**config.mk**
```make
export PLATFORM = sky130hd
export DESIGN_NAME = ctrl_msg_receiver
export DESIGN_NICKNAME = d
export VERILOG_FILES = /design/src/rtl/ring_pkg.sv /design/src/rtl/ctrl_fifo.sv /design/src/rtl/ctrl_msg_receiver.sv
export SDC_FILE = /design/constraint.sdc
export NUM_CORES = 1
export LEC_CHECK = 0
export CORE_MARGIN = 8
export CORE_UTILIZATION = 35
export DETAILED_ROUTE_END_ITERATION = 8
export GPL_ROUTABILITY_DRIVEN = 0
export GPL_TIMING_DRIVEN = 0
export PLACE_DENSITY = 0.61
export SLEW_MARGIN = 40
export SYNTH_ARGS = -nofsm -noshare
export SYNTH_HDL_FRONTEND = slang
export SYNTH_SLANG_ARGS = --single-unit
```
**constraint.sdc**
```tcl
create_clock -name clock -period 2.3 [get_ports clock]
set_clock_uncertainty 0.2 [all_clocks]
set_input_delay 0.345 -clock clock [delete_from_list [all_inputs] [get_ports clock]]
set_output_delay 0.345 -clock clock [all_outputs]
set_load 0.005 [all_outputs]
```
**src/rtl/ring_pkg.sv**
```systemverilog
// Ring slot encodings, control-message header layout and the control-queue
// entry type shared by the control-message receiver and its FIFO.
package ring_pkg;

   // Slot types carried alongside each ring word
   localparam logic [3:0] SLOT_MSG_HDR  = 4'd8;
   localparam logic [3:0] SLOT_MSG_DATA = 4'd9;

   // Message classes and addressing
   localparam logic [3:0] MSG_CTRL   = 4'd1;
   localparam logic [3:0] DEST_BCAST = 4'hF;

   // Control message types
   localparam logic [3:0] CTRL_START = 4'd0;
   localparam logic [3:0] CTRL_STOP  = 4'd1;
   localparam logic [3:0] CTRL_KILL  = 4'd2;

   // Header field positions
   localparam int HDR_DEST_MSB  = 31;
   localparam int HDR_DEST_LSB  = 28;
   localparam int HDR_MTYPE_MSB = 27;
   localparam int HDR_MTYPE_LSB = 24;
   localparam int HDR_CTYPE_MSB = 23;
   localparam int HDR_CTYPE_LSB = 20;
   localparam int HDR_LEN_MSB   = 5;
   localparam int HDR_LEN_LSB   = 0;
   localparam int LEN_W         = HDR_LEN_MSB - HDR_LEN_LSB + 1;

   // Receiver FSM states
   typedef enum logic [1:0] {
      RX_IDLE   = 2'd0,
      RX_BODY   = 2'd1,
      RX_COMMIT = 2'd2
   } rxState_e;

   // One queued control message
   typedef struct packed {
      logic [3:0] src;
      logic [3:0] cType;
   } ctrlEntry_t;

   function automatic logic [3:0] hdrDest(input logic [31:0] word);
      return word[HDR_DEST_MSB:HDR_DEST_LSB];
   endfunction

   function automatic logic [3:0] hdrMsgType(input logic [31:0] word);
      return word[HDR_MTYPE_MSB:HDR_MTYPE_LSB];
   endfunction

   function automatic logic [3:0] hdrCType(input logic [31:0] word);
      return word[HDR_CTYPE_MSB:HDR_CTYPE_LSB];
   endfunction

   function automatic logic [LEN_W-1:0] hdrLen(input logic [31:0] word);
      return word[HDR_LEN_MSB:HDR_LEN_LSB];
   endfunction

   // A header is for us when it is a control message sent to this core or broadcast
   function automatic logic isCtrlMatch(input logic [31:0] word, input logic [3:0] core);
      return (hdrMsgType(word) == MSG_CTRL) &&
             ((hdrDest(word) == core) || (hdrDest(word) == DEST_BCAST));
   endfunction

endpackage

```
**src/rtl/ctrl_fifo.sv**
```systemverilog
// Small synchronous FIFO for queued control messages. Pointers carry one
// extra wrap bit so full and empty are told apart without a counter. A push
// into a full FIFO is accepted only when a pop frees a slot in the same cycle.
module ctrl_fifo #(
   parameter int DEPTH = 4,
   parameter int WIDTH = 8
) (
   input  logic             clock,
   input  logic             reset,
   input  logic             push,
   input  logic [WIDTH-1:0] pushData,
   input  logic             pop,
   output logic [WIDTH-1:0] headData,
   output logic             full,
   output logic             empty
);

   localparam int AW = $clog2(DEPTH);

   logic [AW:0]      wrPtr;
   logic [AW:0]      rdPtr;
   logic [WIDTH-1:0] mem [DEPTH];
   logic             doPush;
   logic             doPop;

   // Status flags, accepted operations and the head word (zero when empty)
   always_comb begin
      empty    = (wrPtr == rdPtr);
      full     = (wrPtr[AW] != rdPtr[AW]) && (wrPtr[AW-1:0] == rdPtr[AW-1:0]);
      doPop    = pop && !empty;
      doPush   = push && (!full || doPop);
      headData = empty ? '0 : mem[rdPtr[AW-1:0]];
   end

   // Pointer advance; wrap-around falls out of the extra MSB
   always_ff @(posedge clock or posedge reset) begin
      if (reset) begin
         wrPtr <= '0;
         rdPtr <= '0;
      end else begin
         if (doPush) wrPtr <= wrPtr + 1'b1;
         if (doPop)  rdPtr <= rdPtr + 1'b1;
      end
   end

   // Storage write; contents are don't-care until a pointer covers them
   always_ff @(posedge clock) begin
      if (doPush) mem[wrPtr[AW-1:0]] <= pushData;
   end

endmodule

```
**src/rtl/ctrl_msg_receiver.sv**
```systemverilog
// Watches the ring slot stream, recognises complete control messages for
// this core (or broadcast), queues their {source, type} and hands them to
// the debug unit one per cycle. Also tracks a sticky protocol-error flag
// and a saturating count of messages lost to a full queue.
module ctrl_msg_receiver
   import ring_pkg::*;
#(
   parameter int DEPTH = 4,
   parameter int DROPW = 8
) (
   input  logic             clock,
   input  logic             reset,
   input  logic [3:0]       whichCore,
   input  logic [31:0]      ringIn,
   input  logic [3:0]       slotTypeIn,
   input  logic [3:0]       sourceIn,
   input  logic             ctrlReady,
   output logic             ctrlValid,
   output logic [3:0]       ctrlSrc,
   output logic [3:0]       ctrlType,
   output logic             pending,
   output logic [DROPW-1:0] dropCount,
   output logic             protoErr
);

   // Delivery handshake: a message is transferred in exactly the cycle where
   // the queue is non-empty and ctrlReady is high; ctrlValid is asserted only
   // in that cycle, so valid never rises without the consumer accepting it.

   rxState_e         state;
   logic [LEN_W-1:0] remaining;
   logic             latchMatch;
   logic [3:0]       latchSrc;
   logic [3:0]       latchType;

   logic             isHdr;
   logic             isData;
   logic             hdrMatch;
   logic [LEN_W-1:0] hdrLength;
   logic             fifoPush;
   logic             fifoPop;
   logic             fifoFull;
   logic             fifoEmpty;
   ctrlEntry_t       pushEntry;
   ctrlEntry_t       headEntry;

   // Slot decode and queue-side handshake
   always_comb begin
      isHdr     = (slotTypeIn == SLOT_MSG_HDR);
      isData    = (slotTypeIn == SLOT_MSG_DATA);
      hdrMatch  = isCtrlMatch(ringIn, whichCore);
      hdrLength = hdrLen(ringIn);
      fifoPush  = (state == RX_COMMIT);
      pushEntry = '{src: latchSrc, cType: latchType};
      fifoPop   = !fifoEmpty && ctrlReady;
      ctrlValid = fifoPop;
      ctrlSrc   = headEntry.src;
      ctrlType  = headEntry.cType;
      pending   = !fifoEmpty;
   end

   // Message framing FSM: a header is handled the same way in every state,
   // abandoning any message still in its body and flagging the overlap
   always_ff @(posedge clock or posedge reset) begin
      if (reset) begin
         state      <= RX_IDLE;
         remaining  <= '0;
         latchMatch <= 1'b0;
         latchSrc   <= '0;
         latchType  <= '0;
         protoErr   <= 1'b0;
      end else if (isHdr) begin
         if (state == RX_BODY) protoErr <= 1'b1;
         remaining  <= hdrLength;
         latchMatch <= hdrMatch;
         latchSrc   <= sourceIn;
         latchType  <= hdrCType(ringIn);
         if (hdrLength != '0)  state <= RX_BODY;
         else if (hdrMatch)    state <= RX_COMMIT;
         else                  state <= RX_IDLE;
      end else begin
         case (state)
            RX_BODY: begin
               if (isData) begin
                  remaining <= remaining - 1'b1;
                  if (remaining == LEN_W'(1)) state <= latchMatch ? RX_COMMIT : RX_IDLE;
               end
            end
            RX_COMMIT: state <= RX_IDLE;
            default:   state <= RX_IDLE;
         endcase
      end
   end

   // Count commits lost to a full queue that no same-cycle pop rescues
   always_ff @(posedge clock or posedge reset) begin
      if (reset) begin
         dropCount <= '0;
      end else if (fifoPush && fifoFull && !fifoPop && (dropCount != '1)) begin
         dropCount <= dropCount + 1'b1;
      end
   end

   ctrl_fifo #(
      .DEPTH (DEPTH),
      .WIDTH ($bits(ctrlEntry_t))
   ) u_fifo (
      .clock    (clock),
      .reset    (reset),
      .push     (fifoPush),
      .pushData (pushEntry),
      .pop      (fifoPop),
      .headData (headEntry),
      .full     (fifoFull),
      .empty    (fifoEmpty)
   );

endmodule
```
# Word level (Yosys, flattened, before mapping)
# Memories as Yosys holds them, arrays and structs flattened.
# Index checks and enable logic that the tools add are counted.
# W data, S select, Z words.
op_classes:
  muxes: 13
  shift: 0
  bitwise: 0
  n_reduce_logical: 19
  n_eq_ne: 14
  mul: 0
  div_mod_pow: 0
  n_lt_le_gt_ge: 0
  addsub: 4
ops:
  columns: ["cell", "n"]
  rows:
  - ["$mux W6", 3]
  - ["$mux W2", 7]
  - ["$eq A4 B4 Y1 const B", 3]
  - ["$add A8 B1 Y8 const B", 1]
  - ["$logic_and A1 B1 Y1", 8]
  - ["$mux W8", 1]
  - ["$ne A8 B8 Y1 const B", 1]
  - ["$add A3 B1 Y3 const B", 2]
  - ["$eq A6 B1 Y1 const B", 1]
  - ["$reduce_and A2 Y1", 3]
  - ["$reduce_bool A6 Y1", 1]
  - ["$sub A6 B1 Y6 const B", 1]
  - ["$eq A4 B1 Y1 const B", 1]
  - ["$eq A4 B4 Y1", 1]
  - ["$reduce_bool A2 Y1", 2]
  - ["$eq A3 B3 Y1", 1]
  - ["$logic_not A1 Y1", 3]
  - ["$ne A3 B2 Y1 const B", 1]
  - ["$ne A3 B3 Y1 const B", 1]
  - ["$eq A2 B1 Y1 const B", 1]
  - ["$eq A2 B2 Y1", 1]
  - ["$eq A2 B2 Y1 const B", 1]
  - ["$logic_or A1 B1 Y1", 2]
  - ["$mux W1", 2]
  - ["$ne A1 B1 Y1", 1]
totals:
  rom_bits: 0
  ff_bits: 32
  ram_bits: 32
  memories: 1
  elab_cells: 60
  latchBits: 0
  out_inout_bits: 19
memory_table:
  columns: ["name", "words", "word_bits", "read_ports", "rd_ports_with_merged_regs", "write_ports", "line", "text"]
  rows:
  - ["u_fifo.mem", 4, 8, 1, 0, 1, "ctrl_fifo.sv:22", "logic [WIDTH-1:0] mem [DEPTH];"]

# Logic depth before layout (Yosys ltp)
logic_depth:
  depth_word: 8
  mapped_depth: 6
  depth_no_buf: 5

# By module
# A second synthesis with hierarchy kept.
hier_totals:
  hier_cells: 221
  hier_area_um2: 3032.9
by_module_without_submodules:
  columns: ["mod", "area_each_um2", "cells_per_inst", "n_inst"]
  rows:
  - ["ctrl_fifo", 1665.3, 86, 1]
  - ["ctrl_msg_receiver", 1367.6, 135, 1]

# Worst setup path after synthesis
# No wires, ideal clock.
synth_timing:
  kind: "register to register"
  from: "reg u_fifo.rdPtr[0]"
  to: "mem u_fifo.mem[3][0], enable pin"
  setup_time_ps: 339
  required_time_ps: 1761
  n_path_buf: 1
  arrival_time_ps: 1330
  slack_ps: 431
  stages_incl_launch_ff: 5
  path_cell_list: "dfrtp_1 -> buf_6 -> xnor2_2 -> a41oi_2 -> and2_1"
synth_via:
  elab_chain_cells: 8
  elab_cells_between_ends: 11
synth_rtl:
  columns: ["item", "line", "text"]
  rows:
  - ["start: declaration", "ctrl_fifo.sv:21", "logic [AW:0] rdPtr;"]
  - ["start signal: assignment", "ctrl_fifo.sv:42", "if (doPop) rdPtr <= rdPtr + 1'b1;"]
  - ["$eq A3 B3 Y1", "ctrl_fifo.sv:28", "empty = (wrPtr == rdPtr);"]
  - ["$logic_not A1 Y1", "ctrl_fifo.sv:30, ctrl_msg_receiver.sv:55", null]
  - ["$logic_and A1 B1 Y1", "ctrl_msg_receiver.sv:55", "fifoPop = !fifoEmpty && ctrlReady;"]
  - ["$logic_and A1 B1 Y1", "ctrl_fifo.sv:30", "doPop = pop && !empty;"]
  - ["$logic_or A1 B1 Y1 (*)", "ctrl_fifo.sv:31", "doPush = push && (!full || doPop);"]
  - ["$logic_and A1 B1 Y1 (*)", "ctrl_fifo.sv:31", null]
  - ["$mux W1 (*)", "ctrl_fifo.sv:48", "if (doPush) mem[wrPtr[AW-1:0]] <= pushData;"]
  - ["$mux W1 (implied by the code) (*)", "ctrl_fifo.sv:48", null]
  - ["end: declaration", "ctrl_fifo.sv:22", null]
# Every way passes the cells marked *; elsewhere a longest branch is shown, timed or not.

# Worst setup path in the final report
layout_timing:
  from: "reg u_fifo.rdPtr[0]"
  to: "out ctrlType[2]"
layout_via:
  elab_chain_cells: 2
  elab_cells_between_ends: 3
layout_rtl:
  columns: ["item", "line", "text"]
  rows:
  - ["$mem_v2 Z4 W8 or $eq A3 B3 Y1 (tied branches)", null, null]
  - ["$mux W8 (*)", "ctrl_fifo.sv:32", "headData = empty ? '0 : mem[rdPtr[AW-1:0]];"]
  - ["end: declaration", "ctrl_msg_receiver.sv:20", "output logic [3:0] ctrlType,"]
# Marked as above.

==> run metrics <==
initial antenna violation count 0; Critical R2R Launch u_fifo.rdPtr[0]; core area slightly above 8000 um2; total power 0.00370 W; CP arrival 1730 ps; Slew @ Worst Pin 692 ps; first-pass GRT wire length 9.87 mm; Primary FF master, synth edfxtp_1; Layout area overhead 33.4%; cells after synthesis roughly 220; maximum clock rate 439 MHz; dpl ws -45.4 ps; total iterations of the first detailed-routing run 4; Initial DRC Count 59; hold_ws between 200 and 250 ps; syn nets 274; clk buf depth 2; flops & latches, synth 64; CP endpoint kind output pin; Post-DRT Antenna Nets 0; Setup CP Type flop to output pin; Filler cells ~770; hold buffers post-CTS 0; ANT cells 0; Syn. warnings 0; synthesized area 2940 um2; leading cell types by total area after synthesis edfxtp_1, dfrtp_1, mux4_2; Critical Path RT 1750 ps; vias in the first global route roughly 2000; DR DRC count 0; Num CTS Buffers 9; Clock Latency Late Sink around 340 ps; MaxCap Viol Count 0; gr ovfl total 0; cell taking the most area after synthesis edfxtp_1; Die ar. about 12000 um2; most frequent cell after synthesis nand2_1; crit path from u_fifo.rdPtr[0]; leakage dissipation 1.59 nW; wire per inst 14.7 um; Port Buf Inserts 51; R2R setup slack approximately 160 ps; Initial Util 0.360; total power per unit cell area 943 nW/um2; worst vdd ir 317 uV; synth cell count leaders nand2_1, dfrtp_1, edfxtp_1; ys async rst share 0.500; share of the synthesized area in the top cell type 0.327; final worst slack 21.7 ps; final hold violations 0; setup TNS 0 ps; Placed Instances roughly 380; RSZ-0062 raised after global routing yes; run status completed; pin count of the biggest net entering global routing 33; Via-to-Cell Ratio about 4.7; mean area per synthesized cell 13.4 um2; drt total wl 5.92 mm; number of flops mapped to enable cells by yosys 32; Final period util 0.991; Worst slew margin 0.538; register area share after synthesis 0.599; Startpoint Class flop; Final #Nets 347; Die Width 108 um; final setup fails 0; max-slew violation count 0; FP Rows 33; share of layout cells above drive strength 1 0.239; io pins 66; crit path max fanout 4; root buf cell clkbuf_8; synth unique cells 45; HPWL after DPL a little over 4 mm; CTS Sinks 64; clock-pin slew on the worst setup and hold paths 80 ps; min Tclk post-route between 2000 and 2500 ps; Total GRT Usage 0.109; non-filler cells, final 402; Die H between 100 and 150 um; H-tree levels 3; Hold Path Class input pin to asynchronous set/reset pin; CTS tree done; DR vias 1891
==> sequential cells by signal, indices dropped and copies added (netlist names) <==
signal / cells
state: 2
u_fifo.rdPtr: 3
protoErr: 1
remaining: 6
latchType: 4
dropCount: 8
latchSrc: 4
u_fifo.mem: 32
latchMatch: 1
u_fifo.wrPtr: 3
==> kinds of logic after synthesis <==
family / Yosys count / synth area share
compound gates: 19 / 0.0468
xor+xnor: 22 / 0.0732
fa+ha+maj: 8 / 0.0340
buf+inv: 15 / 0.0247
flops: 64 / 0.599
mux: 10 / 0.0689
simple gates: 81 / 0.153
==> worst max-delay path, cell delays in order, from the launching register on <==
cell and delay, ps:
dfrtp_2 410, buf_12 140, buf_8 100, mux4_2 470, and2_1 160, buf_2 120
==> where the power goes <==
part | total (W) | switching, W | internal (W)
sequential | 0.00147 | 0.000129 | 0.00134
combinational | 0.00124 | 0.000468 | 0.000771
clock | 0.000987 | 0.000475 | 0.000511
==> final cells by class <==
class                      count  area [um2]  area share
tap                          105         131      0.0335
inverter                       8        30.0     0.00765
clock buffer                   9         124      0.0316
timing repair buffer          63         607       0.155
clock inverter                 7        78.8      0.0201
buffer                         6        45.0      0.0115
sequential                    64        1760       0.449
multi-input combinational    140        1140       0.292
==> worst paths after layout <==
check | end | cells after the start
max in group asynchronous | u_fifo.rdPtr[0] | 2
max reg2reg | u_fifo.mem[1][4] | 5
max | ctrlType[2] | 5
min in group clock | protoErr | 1
min | remaining[1] | 2
min reg2reg | protoErr | 1
==> per-layer routing <==
metal  track usage  up-vias  part of all wire
met4        0.0387        0            0.0090
li1              -      927                 -
met1         0.130      914              0.43
met5             0        -                 0
met3        0.0413        6             0.066
met2         0.175       44              0.49
==> repair_timing <==
item	CTS	global route
gates cloned	1	0
pin swaps	5	5
gates resized for setup	60	3
setup endpoints to repair	10	18
buffers inserted	7	5
hold endpoints to repair	0	0
==> placed cells by master, fill, tap and decap left out, drive strengths merged, types with 2 or more instances in the layout <==
master         count
clkdlybuf4s50     41
nand2             33
edfxtp            32
dfrtp             32
buf               26
xor2              17
and2              13
inv               11
clkbuf            10
mux4               8
ha                 8
nand3              7
nor2               6
nor3               5
o21ai              5
nand4              5
xnor2              5
a21oi              3
clkinvlp           3
nor4               3
mux2               2
a21o               2
==> through the flow <==
| stage | util | cell area, um2 |
|---|---|---|
| finish | 0.480 | 3920 |
| global route | 0.480 | 3920 |
| CTS | 0.480 | 3920 |
| detailed placement | 0.438 | 3580 |
| global placement | 0.438 | 3580 |
| floorplan | - | 2940 |
Note: power is estimated with default switching activity, not from simulation.
